===== src/rtl/pipeline_hazard_ctrl.sv =====
// pipeline_hazard_ctrl: stall/flush sequencer for the 5-stage CPU-211 pipeline.
// Drives hold (Stall1..3) and clear (Flush1..3) controls of the PC-IF, IF-ID
// and ID-EX registers plus the PC write enable. Outputs are Mealy: they follow
// the current state and this cycle's hazard inputs.
// Optional build macro HAZARD_PERF_CNT_EN adds saturating stall/flush cycle
// counters; without it stall_count/flush_count are tied to zero.
module pipeline_hazard_ctrl #(
  parameter int REG_AW            = 3,
  parameter int LOAD_STALL_CYCLES = 1,
  parameter int FLUSH_CYCLES      = 2
) (
  input  logic              clk,
  input  logic              reset,
  input  logic [REG_AW-1:0] id_rs1,
  input  logic [REG_AW-1:0] id_rs2,
  input  logic              id_uses_rs1,
  input  logic              id_uses_rs2,
  input  logic [REG_AW-1:0] ex_rd,
  input  logic              ex_is_load,
  input  logic              branch_taken,
  input  logic              mem_busy,
  output logic              pc_we,
  output logic              Stall1,
  output logic              Stall2,
  output logic              Stall3,
  output logic              Flush1,
  output logic              Flush2,
  output logic              Flush3,
  output logic [15:0]       stall_count,
  output logic [15:0]       flush_count
);

  typedef enum logic [1:0] {
    ST_RUN      = 2'd0,
    ST_LU_STALL = 2'd1,
    ST_BR_FLUSH = 2'd2,
    ST_MEM_WAIT = 2'd3
  } state_t;

  localparam logic [2:0] LU_RELOAD = 3'(LOAD_STALL_CYCLES - 1);
  localparam logic [2:0] FL_RELOAD = 3'(FLUSH_CYCLES - 1);

  state_t     r_state;
  state_t     w_state_nxt;
  logic [2:0] r_cnt;
  logic [2:0] w_cnt_nxt;
  logic       w_load_use;
  logic       w_run_eval;
  logic       w_pc_we;
  logic       w_stall1, w_stall2, w_stall3;
  logic       w_flush1, w_flush2, w_flush3;

  // Load-use hazard: ID reads the register an in-flight load is about to write.
  assign w_load_use = ex_is_load &
                      ((id_uses_rs1 & (id_rs1 == ex_rd)) |
                       (id_uses_rs2 & (id_rs2 == ex_rd)));

  // State and shared bubble/flush down-counter.
  always_ff @(posedge clk or posedge reset) begin
    if (reset) begin
      r_state <= ST_RUN;
      r_cnt   <= 3'd0;
    end else begin
      r_state <= w_state_nxt;
      r_cnt   <= w_cnt_nxt;
    end
  end

  // Next-state and Mealy control outputs; priority branch > mem_busy > load-use.
  always_comb begin
    w_state_nxt = r_state;
    w_cnt_nxt   = r_cnt;
    w_run_eval  = 1'b0;
    w_pc_we     = 1'b1;
    w_stall1    = 1'b0;
    w_stall2    = 1'b0;
    w_stall3    = 1'b0;
    w_flush1    = 1'b0;
    w_flush2    = 1'b0;
    w_flush3    = 1'b0;

    case (r_state)
      ST_RUN: begin
        w_run_eval = 1'b1;
      end
      ST_LU_STALL: begin
        if (branch_taken) begin
          // Redirect wins; leftover bubbles are irrelevant once the front end flushes.
          w_run_eval = 1'b1;
        end else if (mem_busy) begin
          w_run_eval = 1'b1;
        end else begin
          w_stall1 = 1'b1;
          w_stall2 = 1'b1;
          w_flush3 = 1'b1;
          w_pc_we  = 1'b0;
          if (r_cnt == 3'd1) begin
            w_state_nxt = ST_RUN;
            w_cnt_nxt   = 3'd0;
          end else begin
            w_cnt_nxt = r_cnt - 3'd1;
          end
        end
      end
      ST_BR_FLUSH: begin
        if (branch_taken) begin
          w_flush1  = 1'b1;
          w_flush2  = 1'b1;
          w_flush3  = 1'b1;
          w_cnt_nxt = FL_RELOAD;
        end else if (mem_busy) begin
          // Hold the PC while memory stalls, keep squashing; counter frozen.
          w_stall1 = 1'b1;
          w_flush2 = 1'b1;
          w_flush3 = 1'b1;
          w_pc_we  = 1'b0;
        end else begin
          w_flush2 = 1'b1;
          w_flush3 = 1'b1;
          if (r_cnt == 3'd1) begin
            w_state_nxt = ST_RUN;
            w_cnt_nxt   = 3'd0;
          end else begin
            w_cnt_nxt = r_cnt - 3'd1;
          end
        end
      end
      ST_MEM_WAIT: begin
        if (mem_busy) begin
          // EX is frozen, so a pending branch is simply held until memory is ready.
          w_stall1 = 1'b1;
          w_stall2 = 1'b1;
          w_stall3 = 1'b1;
          w_pc_we  = 1'b0;
        end else begin
          w_run_eval = 1'b1;
        end
      end
      default: begin
        w_state_nxt = ST_RUN;
        w_cnt_nxt   = 3'd0;
      end
    endcase

    // RUN rules, also used for preemption out of LU_STALL and exit from MEM_WAIT.
    if (w_run_eval) begin
      w_state_nxt = ST_RUN;
      w_cnt_nxt   = 3'd0;
      if (branch_taken) begin
        w_flush1 = 1'b1;
        w_flush2 = 1'b1;
        w_flush3 = 1'b1;
        w_pc_we  = 1'b1;
        if (FLUSH_CYCLES > 1) begin
          w_state_nxt = ST_BR_FLUSH;
          w_cnt_nxt   = FL_RELOAD;
        end else begin
          w_state_nxt = ST_RUN;
        end
      end else if (mem_busy) begin
        w_stall1    = 1'b1;
        w_stall2    = 1'b1;
        w_stall3    = 1'b1;
        w_pc_we     = 1'b0;
        w_state_nxt = ST_MEM_WAIT;
      end else if (w_load_use) begin
        w_stall1 = 1'b1;
        w_stall2 = 1'b1;
        w_flush3 = 1'b1;
        w_pc_we  = 1'b0;
        if (LOAD_STALL_CYCLES > 1) begin
          w_state_nxt = ST_LU_STALL;
          w_cnt_nxt   = LU_RELOAD;
        end else begin
          w_state_nxt = ST_RUN;
        end
      end else begin
        w_state_nxt = ST_RUN;
      end
    end else begin
      w_run_eval = 1'b0;
    end
  end

  // While reset is high every stage is squashed and the PC is held.
  assign pc_we  = ~reset & w_pc_we;
  assign Stall1 = ~reset & w_stall1;
  assign Stall2 = ~reset & w_stall2;
  assign Stall3 = ~reset & w_stall3;
  assign Flush1 = reset | w_flush1;
  assign Flush2 = reset | w_flush2;
  assign Flush3 = reset | w_flush3;

`ifdef HAZARD_PERF_CNT_EN
  logic [15:0] r_stall_count;
  logic [15:0] r_flush_count;

  // Saturating counts of cycles with the PC-IF register held / IF-ID flushed.
  always_ff @(posedge clk or posedge reset) begin
    if (reset) begin
      r_stall_count <= 16'd0;
      r_flush_count <= 16'd0;
    end else begin
      if (Stall1 && (r_stall_count != 16'hFFFF)) begin
        r_stall_count <= r_stall_count + 16'd1;
      end else begin
        r_stall_count <= r_stall_count;
      end
      if (Flush2 && (r_flush_count != 16'hFFFF)) begin
        r_flush_count <= r_flush_count + 16'd1;
      end else begin
        r_flush_count <= r_flush_count;
      end
    end
  end

  assign stall_count = r_stall_count;
  assign flush_count = r_flush_count;
`else
  assign stall_count = 16'd0;
  assign flush_count = 16'd0;
`endif

endmodule

===== config.mk =====
export PLATFORM = sky130hd
export DESIGN_NAME = pipeline_hazard_ctrl
export DESIGN_NICKNAME = d
export VERILOG_FILES = /design/src/rtl/pipeline_hazard_ctrl.sv
export SDC_FILE = /design/constraint.sdc
export NUM_CORES = 1
export LEC_CHECK = 0
export ABC_CLOCK_PERIOD_IN_PS = 2200
export BUFFER_PORTS_ARGS = -buffer_cell sky130_fd_sc_hd__buf_2
export CORE_ASPECT_RATIO = 1.4
export CORE_MARGIN = 1.5
export CORE_UTILIZATION = 35
export CTS_BUF_LIST = sky130_fd_sc_hd__clkbuf_2 sky130_fd_sc_hd__clkbuf_4 sky130_fd_sc_hd__clkbuf_8
export DETAILED_ROUTE_END_ITERATION = 16
export PLACE_DENSITY = 0.66
export SLEW_MARGIN = 5
export SYNTH_ARGS = -nofsm -noshare
export SYNTH_HDL_FRONTEND = slang
export SYNTH_SLANG_ARGS = --single-unit
export TNS_END_PERCENT = 20

===== constraint.sdc =====
create_clock -name clk -period 2.2 [get_ports clk]
set_input_delay 0.33 -clock clk [delete_from_list [all_inputs] [get_ports clk]]
set_output_delay 0.33 -clock clk [all_outputs]
set_load 0.05 [all_outputs]

==> impl_metrics.ini, run 1 <==
[detailed_routing]
vias_per_cell = 4.76
drtIter0Drc = 17
dr.pass1.iters = 4
drc = 0
drtAntennaViolNets = 0
drt-total-wl_mm = 2.28
num_vias = 905
wl_per_cell_um = 12.0

[logic_synthesis]
synth.distinct_cells = 41
synthFlopType = dfrtp_1
synth_top_area_frac = 0.254
ys_seq_elements = 5
yosys_warnings = 0
yosysTopAreaCell = buf_4
synthCells = 120
syn_area_per_cell_sq_um = 7.88
synth.cell_area_sq_um = 946
yosysSeqAreaShare = 0.132
async_reset_ff_frac = 1.00
synth-edff-count = 0
yosys-top-cells-area = buf_4 (25%), dfrtp_1 (13%), ha_1 (7.9%), a21oi_1 (3.7%), inv_1 (3.2%)

[cts]
clkLatencyLatePin_ns = 0.25
tritoncts = built
cts_root_buffer = clkbuf_4
clock_path_buffers = 2
cts_buffers = 3
htreeDepth = 1
clk_pin_slew_ns = 0.05
cts.sinks = 5
hold_buffers = 0

[finish]
finalNetCount = 177
finalNonFillerCells = 190
area_growth_pct = 29.1
drive_above_1_share = 0.377
antenna_cells = 0
fillCellCount = 263

[power]
p_leak_uw = 0.000581
combPwrFrac = 0.808
p_sw_uw = 889
pwr_density_cell_nw_per_um2 = 1350
p_int_uw = 756
pwr-share-clk = 0.074
p_seq_frac = 0.118
p_sw_frac = 0.540
ir_drop_v = 0.000619

[floorplanning]
rows = 22
die_w_um = 46.9
io_pins = 55
fp.coreArea_sq_um = 2590
die_y_um = 64.5
dieArea_sq_um = 3030
initial_utilization = 0.366

[worst_setup_path]
crit_chain = ha_4, nand2b_4, a311oi_4, or4_1, o311a_1, buf_6
cp_num_buf_inv = 1
crit_type = flip-flop to primary output
reg2reg_depth = 7
required_ns = 1.87
cp_data_arrival_time_ns = 1.98
crit_path_top_delay_cell = or4_1
crit_end = pc_we
max_stage_delay_ns = 0.54
cp_top_family = simple AND/OR/NAND/NOR gates
reg2reg_from = r_state[0]$_DFFE_PP0P_
timing.rr.end = r_cnt[1]$_DFFE_PP0P_
cp.depth = 6
cp-start-kind = flip-flop
worstSetupEndpointType = primary output
startpoint = r_state[0]$_DFFE_PP0P_
crit_fanout = 5
r2r_setup_slack_ns = 0.45

[grt]
grt_max_degree = 12
grt_usage = 0.162
overflow = 0
grt_pass1_vias = 873
antenna_found_initial = 0
grt_pass1_wl_mm = 3.64

[timing]
rsz0062_at_grt = yes
setup_slack_ns = -0.113
finalSetupViolCount = 2
final.min_clock_period_ns = 2.31
fin_crit_sh = 1.05
fin_setup_tns_ns = -0.180
hold_viol = 0
max_freq_mhz = 432
skew_ns = 0.00397
drv_slew = 0

[placed_design]
dpl.cell_count = 184
place.gp.congestion = 0.861
dp_hpwl_mm = 1.80
portBuffers = 22

[status]
outcome = finished with violations
violations = negative setup slack

[hold_path]
min_path_type = input pin to asynchronous set/reset pin

[flow_run]
maxCapViolCount = 0
## repair_timing
item | CTS | global route
resized for setup | 27 | 9
endpoints found under the setup margin | 7 | 7
buffers inserted | 2 | 0
pin swaps | 3 | 2
cloned | 0 | 0
## sequential cells by signal (all words and copies together), names as in the netlist
register	cells
r_cnt	3
r_state	2
## layer usage
layer | vias up | track usage | part of all wire
li1 | 430 | - | -
met3 | 4 | 0.0418 | 0.072
met1 | 416 | 0.179 | 0.36
met2 | 55 | 0.284 | 0.55
met4 | 0 | 0.0521 | 0.015
met5 | - | 0 | 0
## cell usage after synthesis (3+ instances only)
| master | n |
|---|---|
| o32ai_1 | 3 |
| ha_1 | 6 |
| dfrtp_1 | 5 |
| a21oi_1 | 7 |
| buf_4 | 32 |
| nor2b_1 | 4 |
| xor2_1 | 3 |
| nor2_1 | 3 |
| xnor2_1 | 3 |
| or3_1 | 3 |
| inv_1 | 8 |
| nand2_1 | 6 |
| o21ai_0 | 4 |
## cells by family (layout without fill, tap and decap cells)
family / Yosys count / in the layout / share of synthesized area
buf+inv: 43 / 46 / 0.306
compound gates: 34 / 34 / 0.269
simple gates: 25 / 25 / 0.155
fa+ha+maj: 6 / 6 / 0.0794
xor+xnor: 6 / 6 / 0.0556
flops: 5 / 5 / 0.132
other cells: 1 / 32 / 0.00396
## per-stage QoR
| stage | hold slack [ns] | utilization | total power [uW] | area, sq um | setup WS, ns |
|---|---|---|---|---|---|
| 2_1_floorplan | 0.139 | - | 1020 | 1080 | -0.313 |
| 3_3_place_gp | 0.340 | 0.405 | 1240 | 1050 | 0.0602 |
| 3_5_place_dp | 0.345 | 0.405 | 1260 | 1050 | 0.00939 |
| 4_1_cts | 0.0794 | 0.465 | 1600 | 1200 | -0.0984 |
| 5_1_grt | 0.116 | 0.472 | 1740 | 1220 | -0.167 |
| 6_report | 0.0906 | 0.472 | 1650 | 1220 | -0.113 |
## cells in the final DEF, fill, tap and decap left out, types with 4 or more instances in the layout
cell type / n
nand2_1: 5
buf_4: 11
inv_1: 5
buf_2: 15
conb_1: 32
buf_6: 7
o21ai_0: 4
clkbuf_4: 5
a21oi_1: 7
## worst min-delay path by stage
stage	startpoint	end	slack, ns	depth (start not counted)
after floorplan	reset	r_cnt[0]$_DFFE_PP0P_	0.14	1
after global placement	reset	r_state[0]$_DFFE_PP0P_	0.34	2
after detailed placement	reset	r_cnt[0]$_DFFE_PP0P_	0.35	2
after CTS	reset	r_cnt[1]$_DFFE_PP0P_	0.08	2
after global routing	reset	r_cnt[2]$_DFFE_PP0P_	0.12	2
final	reset	r_cnt[0]$_DFFE_PP0P_	0.09	2
## final cells by class
class,instances,area [sq um],area share
sequential,5,128,0.105
inverter,8,30.0,0.0246
clock buffer,4,30.0,0.0246
multi-input combinational,103,744,0.610
timing repair buffer,34,244,0.200
tap,36,45.0,0.0369
## power groups by stage
stage | Clock [uW] | Sequential [uW] | Combinational (uW)
2_1_floorplan | 0 | 173 | 843
3_3_place_gp | 0 | 171 | 1070
3_5_place_dp | 0 | 178 | 1080
4_1_cts | 123 | 192 | 1290
5_1_grt | 131 | 200 | 1410
6_report | 121 | 195 | 1330
Power figures use the tool's default switching activity.
==> run 2, diff against run 1 <==
--- a/config.mk
+++ b/config.mk
@@ -7,12 +7,14 @@
 export LEC_CHECK = 0
 export ABC_CLOCK_PERIOD_IN_PS = 2200
 export BUFFER_PORTS_ARGS = -buffer_cell sky130_fd_sc_hd__buf_2
+export CELL_PAD_IN_SITES_DETAIL_PLACEMENT = 0
+export CELL_PAD_IN_SITES_GLOBAL_PLACEMENT = 1
 export CORE_ASPECT_RATIO = 1.4
 export CORE_MARGIN = 1.5
-export CORE_UTILIZATION = 35
+export CORE_UTILIZATION = 31
 export CTS_BUF_LIST = sky130_fd_sc_hd__clkbuf_2 sky130_fd_sc_hd__clkbuf_4 sky130_fd_sc_hd__clkbuf_8
 export DETAILED_ROUTE_END_ITERATION = 16
-export PLACE_DENSITY = 0.66
+export PLACE_DENSITY = 0.89
 export SLEW_MARGIN = 5
 export SYNTH_ARGS = -nofsm -noshare
 export SYNTH_HDL_FRONTEND = slang
==> impl_metrics.ini, run 2 (synthesis gave the netlist of run 1 again) <==
[detailed_routing]
drtIter0Drc = 17
drtAntennaViolNets = 0
dr.pass1.iters = 4
drt-total-wl_mm = 2.41
wl_per_cell_um = 12.3
vias_per_cell = 4.71
num_vias = 924
drc = 0

[finish]
finalNetCount = 182
drive_above_1_share = 0.403
area_growth_pct = 35.4
regMostFlops = r_cnt
layout_common_cells = conb_1 (32), buf_4 (17), buf_2 (16)
largestRegisters = r_cnt (3), r_state (2)
largest_reg_flops = 3
final_common_cell = conb_1
antenna_cells = 0

[status]
outcome = finished with violations
violations = negative setup slack

[grt]
overflow = 0
antenna_found_initial = 0
grt_usage = 0.148
grt_pass1_vias = 861
grt_max_degree = 11
grt_pass1_wl_mm = 3.75

[placed_design]
place_ws_ns = -0.0227
place.gp.congestion = 0.915
dp_hpwl_mm = 1.84
portBuffers = 22

[floorplanning]
fp.coreArea_sq_um = 2880
io_pins = 55
die_w_um = 49.7
die_y_um = 68.4
rows = 23
dieArea_sq_um = 3400
initial_utilization = 0.329

[hold_path]
min_path_type = input pin to asynchronous set/reset pin

[flow_run]
maxCapViolCount = 0

[worst_setup_path]
startpoint = r_state[1]$_DFFE_PP0P_
reg2reg_from = r_state[1]$_DFFE_PP0P_
cp-start-kind = flip-flop
worstSetupEndpointType = primary output
required_ns = 1.87
crit_type = flip-flop to primary output
cp_data_arrival_time_ns = 1.96
crit_fanout = 5

[cts]
cts_buffers = 3
htreeDepth = 1
tritoncts = built
hold_buffers = 0
clk_pin_slew_ns = 0.04
cts.sinks = 5
clock_path_buffers = 2
clkLatencyLatePin_ns = 0.23
cts_root_buffer = clkbuf_8

[timing]
setup_slack_ns = -0.0922
hold_viol = 0
fin_crit_sh = 1.04
skew_ns = 0.00190
final.min_clock_period_ns = 2.29
fin_setup_tns_ns = -0.209
rsz0062_at_grt = yes
drv_slew = 0
max_freq_mhz = 436
finalSetupViolCount = 4

[power]
p_sw_uw = 906
pwr-share-clk = 0.107
combPwrFrac = 0.777
p_leak_uw = 0.000611
p_sw_frac = 0.518
p_seq_frac = 0.116
p_int_uw = 842
pwr_density_cell_nw_per_um2 = 1360
ir_drop_v = 0.000500
run 2: cell count changes in the layout (fill, tap and decap cells not counted), sizes merged:
cell	before	now
buf	33	39
clkbuf	5	4
run 2: timing repair:
item                                   in CTS  in global routing
cloned                                      0                  0
setup endpoints to repair                   6                  6
pin swaps                                   6                  4
buffers inserted                            6                  1
resized for setup                          30                  6
endpoints found under the hold margin       0                  0
run 2: final timing paths:
path                                     endpoint  slack, ns  depth (start not counted)
min in group clk             r_cnt[2]$_DFFE_PP0P_       0.53                          1
max in group asynchronous  r_state[1]$_DFFE_PP0P_       1.83                          2
hold / removal               r_cnt[1]$_DFFE_PP0P_       0.10                          2
setup reg to reg             r_cnt[1]$_DFFE_PP0P_       0.44                          7
setup / recovery                           Stall2      -0.09                          6
hold reg to reg              r_cnt[2]$_DFFE_PP0P_       0.53                          1
run 2: per-layer routing:
metal	vias up	wire [um]	part of all wire	track usage
met1	429	862	0.36	0.141
met4	0	96	0.040	0.122
met3	9	130	0.054	0.0218
met5	-	0	0	0
met2	42	1320	0.55	0.282
li1	444	-	-	-
run 2: power groups by stage:
stage               Combinational, uW  Clock, uW  Sequential (uW)
floorplan                         843          0              173
CTS                              1310        192              199
detailed placement               1060          0              179
finish                           1360        187              203
global route                     1450        198              208
global placement                 1050          0              175
run 2: final cells by class:
type	instances	area, sq um
tap	37	46.3
sequential	5	128
inverter	8	32.5
fill	280	1600
multi-input combinational	103	751
clock buffer	4	48.8
timing repair buffer	39	275
run 2: stage by stage:
| step | instance area, sq um | hold WS (ns) | total power, uW | utilization | instances |
|---|---|---|---|---|---|
| after floorplan | 1080 | 0.139 | 1020 | - | 151 |
| after global placement | 1050 | 0.348 | 1230 | 0.364 | 185 |
| after detailed placement | 1050 | 0.348 | 1240 | 0.364 | 185 |
| after CTS | 1260 | 0.106 | 1700 | 0.438 | 195 |
| after global routing | 1280 | 0.135 | 1860 | 0.445 | 196 |
| final | 1280 | 0.103 | 1750 | 0.445 | 196 |
run 2: worst max-delay path, cell delays in order (launching register included):
cell and delay [ns]:
dfrtp_2 0.45, ha_4 0.20, nand2b_4 0.08, a311oi_4 0.39, o32ai_2 0.13, a221oi_2 0.29
buf_6 0.19
